==> src/rtl/score_bcd_digitizer_if.sv <==
// score_bcd_digitizer_if: operand inputs and BCD result outputs of the score digitizer
interface score_bcd_digitizer_if #(
    parameter int DIGITS = 5,
    parameter int WIDTH  = 16
);
    logic [WIDTH-1:0]    score;
    logic [WIDTH-1:0]    maxScore;
    logic [4*DIGITS-1:0] scoreDigits;
    logic [4*DIGITS-1:0] maxDigits;
    logic [DIGITS-1:0]   scoreBlank;
    logic [DIGITS-1:0]   maxBlank;
    logic                scoreUpd;
    logic                maxUpd;

    modport master (
        output score, maxScore,
        input  scoreDigits, maxDigits, scoreBlank, maxBlank, scoreUpd, maxUpd
    );

    modport slave (
        input  score, maxScore,
        output scoreDigits, maxDigits, scoreBlank, maxBlank, scoreUpd, maxUpd
    );
endinterface

==> src/rtl/score_bcd_digitizer.sv <==
// score_bcd_digitizer: round-robin double-dabble conversion of score/maxScore to blanked BCD
module score_bcd_digitizer #(
    parameter int DIGITS = 5,
    parameter int WIDTH  = 16
) (
    input logic                      clk,
    input logic                      resetN,
    score_bcd_digitizer_if.slave     bus
);
    localparam int BW = 4 * DIGITS;
    localparam int CW = $clog2(WIDTH);
    localparam logic [DIGITS-1:0] BLANK_ZERO = {{(DIGITS-1){1'b1}}, 1'b0};

    typedef enum logic [1:0] {IDLE, LOAD, SHIFT, DONE} state_t;

    state_t            r_state, w_next;
    logic              r_sel;
    logic [WIDTH-1:0]  r_bin;
    logic [BW-1:0]     r_bcd;
    logic [CW-1:0]     r_cnt;
    logic [BW-1:0]     r_score_digits, r_max_digits;
    logic [DIGITS-1:0] r_score_blank, r_max_blank;
    logic              r_score_upd, r_max_upd;
    logic [BW-1:0]     w_adj;
    logic [DIGITS-1:0] w_blank;
    logic [WIDTH-1:0]  w_op;

    assign w_op = r_sel ? bus.maxScore : bus.score;

    assign bus.scoreDigits = r_score_digits;
    assign bus.maxDigits   = r_max_digits;
    assign bus.scoreBlank  = r_score_blank;
    assign bus.maxBlank    = r_max_blank;
    assign bus.scoreUpd    = r_score_upd;
    assign bus.maxUpd      = r_max_upd;

    // State register; reset always restarts from IDLE
    always_ff @(posedge clk) begin
        r_state <= !resetN ? IDLE : w_next;
    end

    // Next state: free-running LOAD -> 16x SHIFT -> DONE loop
    always_comb begin
        w_next = r_state;
        case (r_state)
            IDLE:    w_next = LOAD;
            LOAD:    w_next = SHIFT;
            SHIFT:   w_next = (r_cnt == '0) ? DONE : SHIFT;
            default: w_next = LOAD;
        endcase
    end

    // Per-digit add-3 correction applied before each shift; no inter-digit carry
    always_comb begin
        w_adj = r_bcd;
        for (int k = 0; k < DIGITS; k++)
            w_adj[4*k +: 4] = (r_bcd[4*k +: 4] >= 4'd5) ? r_bcd[4*k +: 4] + 4'd3 : r_bcd[4*k +: 4];
    end

    // Digit i is blank when it and every more significant digit are zero; ones digit never blanks
    always_comb begin
        w_blank = '0;
        for (int k = 1; k < DIGITS; k++)
            w_blank[k] = (r_bcd >> (4 * k)) == '0;
    end

    // Conversion datapath and atomic publish of the finished operand
    always_ff @(posedge clk) begin
        if (!resetN) begin
            r_sel          <= 1'b0;
            r_bin          <= '0;
            r_bcd          <= '0;
            r_cnt          <= '0;
            r_score_digits <= '0;
            r_max_digits   <= '0;
            r_score_blank  <= BLANK_ZERO;
            r_max_blank    <= BLANK_ZERO;
            r_score_upd    <= 1'b0;
            r_max_upd      <= 1'b0;
        end else begin
            r_score_upd <= 1'b0;
            r_max_upd   <= 1'b0;
            case (r_state)
                LOAD: begin
                    r_bin <= w_op[WIDTH-1] ? '0 : w_op;
                    r_bcd <= '0;
                    r_cnt <= CW'(WIDTH - 1);
                end
                SHIFT: begin
                    r_bcd <= {w_adj[BW-2:0], r_bin[WIDTH-1]};
                    r_bin <= {r_bin[WIDTH-2:0], 1'b0};
                    r_cnt <= r_cnt - 1'b1;
                end
                DONE: begin
                    if (r_sel) begin
                        r_max_digits <= r_bcd;
                        r_max_blank  <= w_blank;
                        r_max_upd    <= 1'b1;
                    end else begin
                        r_score_digits <= r_bcd;
                        r_score_blank  <= w_blank;
                        r_score_upd    <= 1'b1;
                    end
                    r_sel <= ~r_sel;
                end
                default: ;
            endcase
        end
    end
endmodule

==> src/flat_wrapper.sv <==
// flat-port wrapper written by rule: the top's interface ports become plain ports
module score_bcd_digitizer_flat 
#(
    parameter int DIGITS = 5,
    parameter int WIDTH  = 16
)
  (clk, resetN, bus_score, bus_maxScore, bus_scoreDigits, bus_maxDigits, bus_scoreBlank, bus_maxBlank, bus_scoreUpd, bus_maxUpd);
  score_bcd_digitizer_if #(.DIGITS(DIGITS), .WIDTH(WIDTH)) bus_i ();
  input logic clk;
  input logic resetN;
  input wire logic [$bits(bus_i.score)-1:0] bus_score;
  input wire logic [$bits(bus_i.maxScore)-1:0] bus_maxScore;
  output wire logic [$bits(bus_i.scoreDigits)-1:0] bus_scoreDigits;
  output wire logic [$bits(bus_i.maxDigits)-1:0] bus_maxDigits;
  output wire logic [$bits(bus_i.scoreBlank)-1:0] bus_scoreBlank;
  output wire logic [$bits(bus_i.maxBlank)-1:0] bus_maxBlank;
  output wire logic [$bits(bus_i.scoreUpd)-1:0] bus_scoreUpd;
  output wire logic [$bits(bus_i.maxUpd)-1:0] bus_maxUpd;
  assign bus_i.score = bus_score;
  assign bus_i.maxScore = bus_maxScore;
  assign bus_scoreDigits = bus_i.scoreDigits;
  assign bus_maxDigits = bus_i.maxDigits;
  assign bus_scoreBlank = bus_i.scoreBlank;
  assign bus_maxBlank = bus_i.maxBlank;
  assign bus_scoreUpd = bus_i.scoreUpd;
  assign bus_maxUpd = bus_i.maxUpd;
  score_bcd_digitizer #(.DIGITS(DIGITS), .WIDTH(WIDTH)) u_core (.clk(clk), .resetN(resetN), .bus(bus_i));
endmodule
==> config.mk <==
export PLATFORM = sky130hd
export DESIGN_NAME = score_bcd_digitizer_flat
export DESIGN_NICKNAME = d
export VERILOG_FILES = /design/src/rtl/score_bcd_digitizer_if.sv /design/src/rtl/score_bcd_digitizer.sv /design/src/flat_wrapper.sv
export SDC_FILE = /design/constraint.sdc
export NUM_CORES = 1
export LEC_CHECK = 0
export CORE_MARGIN = 2
export CORE_UTILIZATION = 40
export DETAILED_ROUTE_END_ITERATION = 10
export DONT_BUFFER_PORTS = 1
export PLACE_DENSITY = 0.61
export SLEW_MARGIN = 20
export SYNTH_ARGS = -nofsm -noshare
export SYNTH_HDL_FRONTEND = slang
export SYNTH_SLANG_ARGS = --single-unit
==> constraint.sdc <==
create_clock -name clk -period 1.9 [get_ports clk]
set_input_delay 0.19 -clock clk [delete_from_list [all_inputs] [get_ports clk]]
set_output_delay 0.19 -clock clk [all_outputs]
set_load 0.03 [all_outputs]
==> results.py, run 1 <==
metrics = {
    "detailed_routing": {
        "ant_nets": 0,
        "wl_per_cell_um": 15.0,
        "drc": 0,
        "drt_wl_total_um": 8620,
        "wl_met2_um": 3940,
        "routed.top_layer": "met4",
        "avgViaCountPerCell": 5.34,
        "routed-via-count": 3068,
        "drtIter0Drc": 118,
        "dr_wl_met3_um": 497,
        "drt_pass1_iterations": 4,
        "m1WireLength_um": 4060,
    },
    "floorplan": {
        "coreArea_um2": 9640,
        "boundaryPins": 86,
        "die_height_um": 103,
        "start_util_pct": 40.6,
        "die_w_um": 103,
        "die-area_um2": 10600,
        "floorplan.rows": 36,
    },
    "clocking": {
        "numCtsBuffers": 9,
        "cts_sinks": 93,
        "clkTransAtPathRegs_ns": 0.09,
        "clk_latency_ns": 0.36,
        "htree_levels": 3,
        "cts-root-buf": "clkbuf_8",
        "cts_tree": "built",
        "cts_buffer_depth": 2,
    },
    "worst_setup_path": {
        "crit_path_start": "u_core.r_bcd[17]",
        "max_stage_delay_ns": 0.56,
        "r2r_setup_slack_ns": 0.14,
        "crit_buf_inv": 1,
        "critical_path.top_delay_family": "simple AND/OR/NAND/NOR gates",
        "r2r_end": "u_core.bus.scoreBlank[1]",
        "critical_path_depth": 6,
        "cp_slowest_cell": "or4b_4",
        "cp.required_ns": 2.18,
        "worstPathArrival_ns": 2.04,
        "cp-start-kind": "flop",
        "path_class": "reg -> reg",
        "worstPathCellList": "inv_2 -> ha_1 -> nor3b_4 -> nand4_1 -> or4b_4 -> o211ai_2",
        "endpoint": "u_core.bus.scoreBlank[1]",
        "reg2reg_depth": 6,
        "r2r_start": "u_core.r_bcd[17]",
        "crit_path_max_fanout": 4,
        "endpoint_kind": "flop",
    },
    "finish": {
        "finalNetCount": 490,
        "area_delta_synth_final_pct": 9.25,
        "layout_commonest_cell": "dfxtp_1",
        "drive_gt1_share_pct": 10.9,
        "multiInputGateArea_um2": 1850,
        "diodes": 0,
        "seq_area_um2": 1860,
        "stdcell_area_um2": 4270,
        "fin_cells": 575,
        "nFillCells": 960,
        "final_cell_mix": "93 x dfxtp_1, 64 x nand2_1, 43 x a21oi_1, 22 x o21ai_0, 22 x buf_4",
    },
    "grt": {
        "antenna_found_initial": 0,
        "grt_pass1_vias": 2866,
        "grt_start_max_net_pins": 34,
        "gr-total-overflow": 0,
        "grt_util_all_layers_pct": 17.1,
        "grt_first_pass_wirelength_um": 14100,
    },
    "placed_design": {
        "port_buffers": 0,
        "placed_area_um2": 4090,
        "dpl.hpwl_um": 5930,
        "dp.cells": 559,
        "place_ws_ns": 0.0542,
        "place_congestion": 0.776,
    },
    "synthesis": {
        "synth_edf_count": 0,
        "ys_types": 36,
        "async_flop_share_pct": 0,
        "yosys-top-cells-area": "dfxtp_1 48%, nand2_1 6.1%, a21oi_1 5.6%, ha_1 5.1%, a22o_1 4.5%",
        "ys_ff_latch": 93,
        "synth_top_area_share_pct": 47.6,
        "syn_inst": 436,
        "synth.yosys.warnings": 0,
        "synth_largest_area_cell": "dfxtp_1",
        "ys_seq_area_share_pct": 47.6,
        "synth_area_um2": 3910,
        "synth.avg_cell_area_um2": 8.97,
        "synth_top_flop_cell": "dfxtp_1",
    },
    "timing": {
        "finalHoldViolations": 0,
        "finalMaxSlewViolations": 0,
        "finalSetupViolCount": 0,
        "rsz0062_at_grt": "no",
        "fin_crit_ns": 1.76,
        "fin_crit_sh_pct": 92.6,
        "clock.fmax_ghz": 0.568,
        "fin_skew_ns": 0.00856,
        "fin_tns_setup_ns": 0,
        "setup_ws_ns": 0.140,
    },
    "status": {
        "status": "finished, final reports clean",
    },
    "power": {
        "power_mw": 4.37,
        "p_leak_nw": 1.52,
        "p_per_area_nw_per_um2": 1020,
        "ir_drop_mv": 0.524,
    },
    "worst_hold_path": {
        "hold_path.class": "in -> reg",
    },
    "flow_run": {
        "cap_violations": 0,
    },
}
## worst min-delay path by stage
| stage | start | to | cells past startpoint | slack [ns] |
|---|---|---|---|---|
| 2_1_floorplan | resetN | u_core.bus.scoreBlank[1] | 1 | 0.25 |
| 6_report | bus_score[4] | u_core.r_bin[4] | 2 | 0.03 |
| 3_3_place_gp | resetN | u_core.bus.scoreBlank[1] | 1 | 0.26 |
| 5_1_grt | bus_score[2] | u_core.r_bin[2] | 2 | 0.03 |
| 3_5_place_dp | resetN | u_core.bus.scoreBlank[1] | 1 | 0.26 |
| 4_1_cts | bus_score[4] | u_core.r_bin[4] | 2 | 0.02 |
## report_power, final
group	internal, mW	total (mW)	switching, mW
logic	0.366	1.01	0.640
clock network	0.489	1.13	0.642
registers	2.10	2.23	0.133
total	2.95	4.37	1.42
## sequential cells by signal, summed over array words and instances, names as in the netlist, 2 cells and up
register / cells
u_core.bus.maxBlank: 4
u_core.bus.maxDigits: 20
u_core.bus.scoreBlank: 4
u_core.r_state: 2
u_core.r_bcd: 20
u_core.r_bin: 16
u_core.r_cnt: 4
u_core.bus.scoreDigits: 20
## worst register-to-register path: cells and delay by family (launching register included)
kind	cells	cell delay (ns)
and+or+nand+nor	3	0.90
buffers and inverters	1	0.08
AOI/OAI and AO/OA	1	0.17
DFF	1	0.37
adders and majority gates	1	0.16
## area by class of cell
type / count / area share (%)
clock inverter: 2 / 0.293
inverter: 17 / 1.49
clock buffer: 11 / 3.31
tap: 133 / 3.89
multi-input combinational: 296 / 43.3
timing repair buffer: 23 / 4.10
sequential: 93 / 43.6
## logic make-up (layout without fill, tap and decap cells)
kind of cell               count (synthesis)  in the layout  share of synthesized area, %
DFF                                       93             93                          47.6
xor gates and xnor gates                   6              6                          1.34
AOI/OAI and AO/OA                        128            128                          20.3
buffers and inverters                     48             53                          5.37
other                                      1              2                        0.0959
muxes                                     19             19                          5.02
adders and majority gates                 16             16                          5.12
and+or+nand+nor                          125            125                          15.1
## cell usage after synthesis, types with 2 or more instances
library cell / instances
nor3_1: 6
a21oi_1: 44
a31oi_1: 16
xnor2_1: 5
nand2b_1: 9
a22o_1: 20
clkbuf_1: 23
o22ai_1: 14
nand3_1: 9
mux2i_1: 14
nor2_1: 14
and2_1: 14
o211ai_1: 4
o31ai_1: 3
buf_4: 3
inv_1: 15
clkinv_1: 2
o21ai_0: 22
dfxtp_1: 93
mux2_2: 5
nor2b_1: 2
nand2_1: 64
ha_1: 16
nor3b_1: 3
buf_2: 3
buf_6: 2
a311oi_1: 2
## layer usage
layer | global-route usage [%] | vias to the layer above
li1 | - | 1527
met1 | 22.3 | 1441
met2 | 27.6 | 89
met3 | 3.93 | 11
met4 | 6.17 | 0
met5 | 0 | -
## through the flow
| step | hold WS, ns | util (%) |
|---|---|---|
| final | 0.0305 | 44.3 |
| after global routing | 0.0307 | 44.3 |
| after CTS | 0.0207 | 44.1 |
| after detailed placement | 0.265 | 42.4 |
| after global placement | 0.259 | 42.4 |
| after floorplan | 0.255 | - |
## what timing repair did
action | 4_1_cts | 5_1_grt
hold buffers | 1 | 0
hold endpoints to repair | 5 | 0
endpoints found under the setup margin | 0 | 17
gates resized for setup | 0 | 4
setup buffers | 0 | 2
Note: power is estimated with default switching activity, not from simulation.
==> inputs of run 2 (changes only) <==
Settings changed: SLEW_MARGIN 20 to default.
==> results of run 2 <==
Same layout as run 1: the final DEF is identical, and so are final timing and power.
